**src/rtl/rv32m_pkg.sv**
```systemverilog
// Shared RV32M definitions: op encodings, decode constants and the per-stage
// control word used by the multiply (and later divide) pipelines.
package rv32m_pkg;

    localparam logic [6:0] OPC_OP        = 7'b0110011;
    localparam logic [6:0] FUNCT7_MULDIV = 7'b0000001;

    typedef enum logic [1:0] {
        MUL    = 2'b00,
        MULH   = 2'b01,
        MULHSU = 2'b10,
        MULHU  = 2'b11
    } mul_op_e;

    typedef struct packed {
        logic    valid;
        mul_op_e op;
        logic [4:0] tag;
    } mul_stage_t;

    // funct3[2] set means DIV/REM, which this unit does not handle
    function automatic logic is_mul(input logic [6:0] opcode, input logic [6:0] funct7,
                                    input logic funct3_msb);
        return (opcode == OPC_OP) && (funct7 == FUNCT7_MULDIV) && !funct3_msb;
    endfunction

endpackage

```
**src/rtl/rv32m_pipe_reg.sv**
```systemverilog
// One pipeline register stage with a valid bit: hold freezes it, flush kills
// the valid bit, and the data only loads when a valid item moves in.
module rv32m_pipe_reg #(
    parameter int WIDTH = 8
) (
    input  logic             clk_i,
    input  logic             rst_ni,
    input  logic             hold_i,
    input  logic             flush_i,
    input  logic             valid_i,
    input  logic [WIDTH-1:0] data_i,
    output logic             valid_o,
    output logic [WIDTH-1:0] data_o
);

    logic             valid_d, valid_q;
    logic [WIDTH-1:0] data_d, data_q;

    always_comb begin
        valid_d = valid_q;
        data_d  = data_q;
        if (flush_i) begin
            valid_d = 1'b0;
        end else if (!hold_i) begin
            valid_d = valid_i;
        end
        if (valid_i && !hold_i) begin
            data_d = data_i;
        end
    end

    always_ff @(posedge clk_i or negedge rst_ni) begin
        if (!rst_ni) begin
            valid_q <= 1'b0;
            data_q  <= '0;
        end else begin
            valid_q <= valid_d;
            data_q  <= data_d;
        end
    end

    assign valid_o = valid_q;
    assign data_o  = data_q;

endmodule

```
**src/rtl/rv32m_mul_pipe.sv**
```systemverilog
// Fully pipelined RV32M multiplier (MUL/MULH/MULHSU/MULHU) with valid/tag
// result interface, global hold and flush; results emerge in order after STAGES.
module rv32m_mul_pipe
    import rv32m_pkg::*;
#(
    parameter int XLEN   = 32,
    parameter int STAGES = 4
) (
    input  logic            clk_i,
    input  logic            rst_ni,
    input  logic            valid_i,
    input  logic [31:0]     opcode_i,
    input  logic [XLEN-1:0] ra_i,
    input  logic [XLEN-1:0] rb_i,
    input  logic            hold_i,
    input  logic            flush_i,
    output logic            ready_o,
    output logic            valid_o,
    output logic [XLEN-1:0] result_o,
    output logic [4:0]      tag_o
);

    localparam int H    = XLEN / 2;
    localparam int PPW  = XLEN + 2;
    localparam int PW   = 2 * XLEN;
    localparam int NREG = (STAGES == 2) ? 1 : STAGES - 2;
    localparam int DW   = 5 + XLEN;

    logic    accept;
    mul_op_e dec_op;
    logic    unused_opcode_bits;

    assign ready_o            = !hold_i;
    assign dec_op             = mul_op_e'(opcode_i[13:12]);
    assign accept             = valid_i && !hold_i && !flush_i &&
                                is_mul(opcode_i[6:0], opcode_i[31:25], opcode_i[14]);
    assign unused_opcode_bits = ^opcode_i[24:15];

    // Sums the four partial products modulo 2^(2*XLEN) and picks the half
    function automatic logic [XLEN-1:0] combine(input logic [3:0][PPW-1:0] p,
                                                input mul_op_e op);
        logic [PW-1:0] hh, hl, lh, ll, sum;
        hh  = {{(PW-PPW){p[3][PPW-1]}}, p[3]};
        hl  = {{(PW-PPW){p[2][PPW-1]}}, p[2]};
        lh  = {{(PW-PPW){p[1][PPW-1]}}, p[1]};
        ll  = {{(PW-PPW){p[0][PPW-1]}}, p[0]};
        sum = (hh << XLEN) + (hl << H) + (lh << H) + ll;
        return (op == MUL) ? sum[XLEN-1:0] : sum[PW-1:XLEN];
    endfunction

    mul_stage_t    s1_d, s1_q;
    logic [XLEN:0] a1_d, a1_q, b1_d, b1_q;

    always_comb begin
        s1_d = s1_q;
        a1_d = a1_q;
        b1_d = b1_q;
        if (flush_i) begin
            s1_d.valid = 1'b0;
        end else if (!hold_i) begin
            s1_d.valid = accept;
        end
        if (accept) begin
            s1_d.op  = dec_op;
            s1_d.tag = opcode_i[11:7];
            a1_d     = {((dec_op == MULH) || (dec_op == MULHSU)) && ra_i[XLEN-1], ra_i};
            b1_d     = {(dec_op == MULH) && rb_i[XLEN-1], rb_i};
        end
    end

    always_ff @(posedge clk_i or negedge rst_ni) begin
        if (!rst_ni) begin
            s1_q <= '0;
            a1_q <= '0;
            b1_q <= '0;
        end else begin
            s1_q <= s1_d;
            a1_q <= a1_d;
            b1_q <= b1_d;
        end
    end

    // Upper halves are signed (H+1 bits), lower halves unsigned (H bits)
    logic [PPW-1:0]        ah_x, al_x, bh_x, bl_x;
    logic [3:0][PPW-1:0]   pp;

    always_comb begin
        ah_x  = {{(PPW-H-1){a1_q[XLEN]}}, a1_q[XLEN:H]};
        bh_x  = {{(PPW-H-1){b1_q[XLEN]}}, b1_q[XLEN:H]};
        al_x  = {{(PPW-H){1'b0}}, a1_q[H-1:0]};
        bl_x  = {{(PPW-H){1'b0}}, b1_q[H-1:0]};
        pp[3] = ah_x * bh_x;
        pp[2] = ah_x * bl_x;
        pp[1] = al_x * bh_x;
        pp[0] = al_x * bl_x;
    end

    logic          head_valid;
    logic [DW-1:0] head_data;

    generate
        if (STAGES == 2) begin : g_merged
            assign head_valid = s1_q.valid;
            assign head_data  = {s1_q.tag, combine(pp, s1_q.op)};
        end else begin : g_split
            mul_stage_t          s2_d, s2_q;
            logic [3:0][PPW-1:0] pp2_d, pp2_q;

            always_comb begin
                s2_d  = s2_q;
                pp2_d = pp2_q;
                if (flush_i) begin
                    s2_d.valid = 1'b0;
                end else if (!hold_i) begin
                    s2_d.valid = s1_q.valid;
                end
                if (s1_q.valid && !hold_i) begin
                    s2_d.op  = s1_q.op;
                    s2_d.tag = s1_q.tag;
                    pp2_d    = pp;
                end
            end

            always_ff @(posedge clk_i or negedge rst_ni) begin
                if (!rst_ni) begin
                    s2_q  <= '0;
                    pp2_q <= '0;
                end else begin
                    s2_q  <= s2_d;
                    pp2_q <= pp2_d;
                end
            end

            assign head_valid = s2_q.valid;
            assign head_data  = {s2_q.tag, combine(pp2_q, s2_q.op)};
        end
    endgenerate

    logic [NREG-1:0]         chain_valid;
    logic [NREG-1:0][DW-1:0] chain_data;

    generate
        for (genvar i = 0; i < NREG; i++) begin : g_delay
            if (i == 0) begin : g_first
                rv32m_pipe_reg #(.WIDTH(DW)) u_reg (
                    .clk_i  (clk_i),
                    .rst_ni (rst_ni),
                    .hold_i (hold_i),
                    .flush_i(flush_i),
                    .valid_i(head_valid),
                    .data_i (head_data),
                    .valid_o(chain_valid[i]),
                    .data_o (chain_data[i])
                );
            end else begin : g_next
                rv32m_pipe_reg #(.WIDTH(DW)) u_reg (
                    .clk_i  (clk_i),
                    .rst_ni (rst_ni),
                    .hold_i (hold_i),
                    .flush_i(flush_i),
                    .valid_i(chain_valid[i-1]),
                    .data_i (chain_data[i-1]),
                    .valid_o(chain_valid[i]),
                    .data_o (chain_data[i])
                );
            end
        end
    endgenerate

    assign valid_o           = chain_valid[NREG-1];
    assign {tag_o, result_o} = chain_data[NREG-1];

endmodule

```
**config.mk**
```make
export PLATFORM = sky130hd
export DESIGN_NAME = rv32m_mul_pipe
export DESIGN_NICKNAME = d
export VERILOG_FILES = /design/src/rtl/rv32m_pkg.sv /design/src/rtl/rv32m_pipe_reg.sv /design/src/rtl/rv32m_mul_pipe.sv
export SDC_FILE = /design/constraint.sdc
export NUM_CORES = 2
export LEC_CHECK = 0
export CORE_UTILIZATION = 45
export DETAILED_ROUTE_END_ITERATION = 16
export GPL_TIMING_DRIVEN = 0
export PLACE_DENSITY = 0.63
export SLEW_MARGIN = 20
export SYNTH_ARGS = -nofsm -noshare
export SYNTH_HDL_FRONTEND = slang
export SYNTH_SLANG_ARGS = --single-unit
export TNS_END_PERCENT = 5
```
**constraint.sdc**
```tcl
create_clock -name clk_i -period 12.4 [get_ports clk_i]
set_input_delay 2.48 -clock clk_i [delete_from_list [all_inputs] [get_ports clk_i]]
set_output_delay 2.48 -clock clk_i [all_outputs]
set_load 0.01 [all_outputs]
```
# Yosys cells after proc, flatten, opt, wreduce, memory -nomap -nowiden
# Index checks and enable logic that the tools add are counted.
classes:
  reduce_logical: 15
  muxes: 9
  multipliers: 4
  n_addsub: 3
  eq_ne: 5
op_table:
  columns: ["cell", "n"]
  rows:
  - ["adder 64 bit", 2]
  - ["multiplier 17 x 17 -> 34 bit", 2]
  - ["adder 64 x 32 -> 64 bit", 1]
  - ["multiplier 16 x 16 -> 32 bit", 1]
  - ["multiplier 17 x 17 -> 32 bit", 1]
  - ["2-to-1 mux 32 bit", 1]
  - ["logical AND 1 bit", 10]
  - ["2-to-1 mux 1 bit", 8]
  - ["== test 7 x 1 -> 1 bit, second input constant", 1]
  - ["== test 7 x 6 -> 1 bit, second input constant", 1]
  - ["logical NOT 1 bit", 3]
  - ["== test 2 x 1 -> 1 bit, second input constant", 1]
  - ["== test 2 bit, second input constant", 1]
  - ["logical NOT 2 bit", 1]
  - ["!= test 2 x 1 -> 1 bit, second input constant", 1]
  - ["logical OR 1 bit", 1]
word_totals:
  word_cells: 52
  regBits: 290
  output_inout_bits: 39

# Logic depth before layout (Yosys ltp)
depth:
  depth_word: 6
  mapped_depth: 25

# Cells and area by module
# From an unflattened synthesis, not the netlist that was laid out.
unflattened:
  hier_cells: 5559
  hier_area_um2: 53113.4
by_module_without_submodules:
  columns: ["module", "instances", "cells_per_inst", "area_per_inst_um2"]
  rows:
  - ["rv32m_mul_pipe", 1, 5395, 49965.4]
  - ["rv32m_pipe_reg", 2, 82, 1574.0]

# Least setup slack after synthesis
# No wires, ideal clock.
synth_path:
  kind: "flip-flop to flip-flop"
  startpoint: "reg b1_q[26]"
  endpoint: "reg g_split.pp2_q[64] (netlist name)"
  arrival_ns: 5.956
  path_slack_ns: 6.298
  setup_ns: 0.146
  stages_incl_launch_ff: 25
  path_buffers: 3
  cell_sequence: "dfrtp_1 clkbuf_1 clkbuf_1 nand2_1 fa_1 inv_1 fa_1 inv_1 fa_1 inv_1 fa_1 fa_1 inv_1 fa_1 inv_1 ha_1 clkbuf_1 a2111o_1 a31o_2 a31oi_1 a21boi_1 o31ai_1 a21boi_1 mux2i_1 o311ai_0"
synth_via:
  elab_chain_len: 1
synth_rtl:
  columns: ["element", "line_no", "rtl"]
  rows:
  - ["start, declared", "rv32m_mul_pipe.sv:52", "logic [XLEN:0] a1_d, a1_q, b1_d, b1_q;"]
  - ["start signal, assigned", "rv32m_mul_pipe.sv:75", "b1_q <= '0;"]
  - ["start signal, assigned", "rv32m_mul_pipe.sv:79", "b1_q <= b1_d;"]
  - ["multiplier 17 x 17 -> 34 bit", "rv32m_mul_pipe.sv:94", "pp[1] = al_x * bh_x;"]
  - ["end signal, assigned", "rv32m_mul_pipe.sv:130", "pp2_q <= pp2_d;"]
  - ["end, declared", "rv32m_mul_pipe.sv:107", "logic [3:0][PPW-1:0] pp2_d, pp2_q;"]
# Every way passes these cells.
# A chain may end at the register's enable or synchronous reset.

# Worst setup path after layout
layout_path:
  startpoint: "reg a1_q[13]"
  endpoint: "reg g_split.pp2_q[28] (netlist name)"
layout_via:
  elab_chain_len: 1
layout_rtl:
  columns: ["element", "line_no", "rtl"]
  rows:
  - ["start, declared", "rv32m_mul_pipe.sv:52", null]
  - ["start signal, assigned", "rv32m_mul_pipe.sv:74", "a1_q <= '0;"]
  - ["start signal, assigned", "rv32m_mul_pipe.sv:78", "a1_q <= a1_d;"]
  - ["multiplier 16 x 16 -> 32 bit", "rv32m_mul_pipe.sv:95", "pp[0] = al_x * bl_x;"]
# Every way passes these cells.

==> results_dict.tcl <==
set metrics [dict create \
    grtUsageMet3 0.0692 \
    start_util 0.453 \
    synth_cell_types 87 \
    ys_top_cells_by_area "fa_1 (38%), dfrtp_1 (14%), ha_1 (10%)" \
    async_flop_share 1.00 \
    drive_gt1_frac 0.0412 \
    swShare 0.235 \
    synth.net_count 7358 \
    gr-total-overflow 0 \
    h-tree-depth 2 \
    clkSinkCount 290 \
    pwr-share-comb 0.026 \
    start_kind "register" \
    switching_power_mw 0.518 \
    synth_seq_area_share 0.136 \
    portBuffers 128 \
    syn_inst 5796 \
    cts_buffers 37 \
    setup_tns_ps 0 \
    clock_power_share 0.545 \
    drc 2 \
    antenna_found_initial 15 \
    viasPerCell 5.48 \
    fill_cells 11200 \
    clk_latency_ps 630 \
    cp-end-kind "register" \
    setup_violations 0 \
    slew_viol_final 0 \
    cts_root_buf "clkbuf_16" \
    max_slew_margin 0.188 \
    yosysTopAreaCell "fa_1" \
    std_cell_rows 126 \
    p_seq_frac 0.429 \
    yosys_register_bits 290 \
    dieArea_sq_mm 0.120 \
    maxCapViolations 0 \
    fin_worst_skew_ps 54.4 \
    cts_tree "done" \
    instances_no_fill 7534 \
    critical_path_arrival_ps 8610 \
    dp_hpwl_mm 158 \
    cts_resized 0 \
    use_met2 0.498 \
    io_pins 140 \
    grt_pass1_wl_mm 280 \
    globalplace.congestion 1.01 \
    period_needed_ps 8190 \
    hold_viol 0 \
    grt.busiest_layer "met2" \
    wl_per_cell_um 25.1 \
    power_density_mw_per_mm2 37.9 \
    tightest_slew_ps 1220 \
    drtIter0Drc 3736 \
    cts.clk_slew.worst_paths_ps 60 \
    dpl.cell_count 7465 \
    dpl-instance-area_sq_mm 0.0569 \
    die_w_um 347 \
    grt_max_degree 81 \
    violations "DRC" \
    postCtsHoldBufs 0 \
    hp-class "reg -> reg" \
    finalNetCount 7530 \
    cts_buffer_depth 3 \
    total_power_mw 2.21 \
    num_vias 41300 \
    worst-path-max-fanout 10 \
    criticalPathCategory "reg -> reg" \
    wirelength_mm 189 \
    synth_warnings 0 \
    synth_flop_cell "dfrtp_1" \
    p_int_mw 1.69 \
    min_period_over_period 0.661 \
    postSynthAreaPerCell_sq_um 9.24 \
    clock.fmax_mhz 122 \
    grtUsageMet1 0.423 \
    track_usage 0.319 \
    firstDrtPassIters 11 \
    core_sq_mm 0.118 \
    synth_area_sq_mm 0.0535 \
    netlist.area_leader.share 0.378 \
    die_h_um 347 \
    p_leak_nw 30.0 \
    fin_area_sq_mm 0.0582 \
    synth_edf_count 0 \
    grt_pass1_vias 42600 \
    areaGrowthSynthToFinish_pct 8.72 \
    grt_setup_unrepaired "false" \
    status "finished with violations" \
    critPathRequiredTime_ps 12820 \
    irDropWorstVdd_v 0.0000847 \
    final_antenna_net_count 0 \
    post_cts_buffers 0 \
]
[state kept, by name, indices dropped and copies added, names as in the netlist]
| name | cells |
|---|---|
| g_split.s2_q | 7 |
| s1_q | 8 |
| g_delay.g_next.u_reg.valid_o | 1 |
| g_delay.g_first.u_reg.data_o | 37 |
| g_split.pp2_q | 132 |
| head_valid | 1 |
| a1_q | 33 |
| b1_q | 33 |
| g_delay.g_next.u_reg.data_o | 37 |
| g_delay.g_first.u_reg.valid_o | 1 |
[kinds of logic after synthesis]
kind of cell    Yosys count  synth area share
compound gates          632            0.0749
xor+xnor                149            0.0244
fa+ha+maj              1461             0.483
buf+inv                1442             0.104
flops                   290             0.136
mux                     114            0.0238
simple gates           1708             0.154
[cell usage in the layout, fill, tap and decap left out, drive strengths merged, types with 9 or more instances in the layout]
cell type / n
nand4: 13
o211ai: 17
and3: 28
dfrtp: 290
nor2b: 23
fa: 1012
ha: 449
a211o: 9
or2: 9
clkbuf: 305
a31oi: 33
o21bai: 17
nand2b: 32
clkdlybuf4s50: 127
xor2: 65
nor2: 133
o21ai: 197
a21oi: 152
mux2: 107
nor3: 39
and2: 533
buf: 62
a21o: 70
a211oi: 24
or3: 10
xnor2: 84
inv: 1135
nand3: 35
o21a: 28
nor3b: 12
nand2: 822
o31ai: 17
[power groups by stage]
stage | registers [mW] | logic (mW) | clock network [mW]
after floorplan | 0.964 | 0.00201 | 0
after global placement | 0.965 | 0.0559 | 0
after detailed placement | 0.964 | 0.0592 | 0
after CTS | 0.947 | 0.0595 | 1.23
after global routing | 0.946 | 0.0635 | 1.25
final | 0.947 | 0.0584 | 1.20
[routing by layer]
metal  routed length [um]  part of all wire
met5                    0                 0
met2                83100              0.44
met4                10600             0.056
met1                76800              0.41
met3                18800             0.099
[synth_stat cells, drive strengths merged, types with 13 or more instances]
master and count:
buf 56, a21oi 152, clkbuf 258, xor2 65, o21a 28, xnor2 84
nor2b 23, nand2 822, nand4 13, a211oi 24, a21o 70, ha 449
a31oi 33, fa 1012, o21ai 197, nand3 35, and3 28, dfrtp 290
o211ai 17, nor2 133, and2 533, nor3 39, nand2b 32, inv 1127
o21bai 17, o31ai 17, mux2 107
[path summary, 6_finish.rpt]
kind	from	to	slack, ps	depth (start not counted)
setup / recovery	a1_q[13]$_DFFE_PN0P_	g_split.pp2_q[28]$_DFFE_PN0P_	4210	22
hold / removal	g_delay[0].g_first.u_reg.data_o[21]$_DFFE_PN0P_	g_delay[0].g_first.u_reg.data_o[21]$_DFFE_PN0P_	470	2
setup reg to reg	a1_q[13]$_DFFE_PN0P_	g_split.pp2_q[28]$_DFFE_PN0P_	4210	22
hold reg to reg	g_delay[0].g_first.u_reg.data_o[21]$_DFFE_PN0P_	g_delay[0].g_first.u_reg.data_o[21]$_DFFE_PN0P_	470	2
max in group asynchronous	rst_ni	s1_q[6]$_DFFE_PN0P_	9320	3
min in group asynchronous	rst_ni	g_split.pp2_q[42]$_DFFE_PN0P_	1830	1
[critical path, cell delays in order (launching register included)]
cell	delay [ps]
dfrtp_1	780
clkbuf_1	870
nand2_1	190
fa_1	550
fa_1	530
fa_1	530
inv_1	60
fa_1	450
fa_1	520
inv_1	50
fa_1	530
inv_1	60
ha_1	310
a21o_1	170
a21oi_1	210
o211ai_1	130
a31oi_1	220
o41ai_2	170
buf_4	230
a211o_1	270
a21oi_1	180
xor2_1	790
o21ai_0	150
[area by class of cell]
type                       count  area (sq um)  area share
tap                         1536          1920      0.0330
clock inverter                19           273     0.00469
inverter                    1128          4230      0.0727
antenna                        3          7.51    0.000129
multi-input combinational   4064         40700       0.700
timing repair buffer         133          1390      0.0239
buffer                       314          1330      0.0229
clock buffer                  47          1050      0.0181
sequential                   290          7260       0.125
[metrics by stage]
stage	util	hold WS, ps	setup slack, ps
global route	0.493	495	3870
finish	0.493	467	4210
CTS	0.493	472	4320
global placement	0.481	443	-4600
detailed placement	0.482	458	4420
floorplan	-	433	6300
Note: power is estimated with default switching activity, not from simulation.
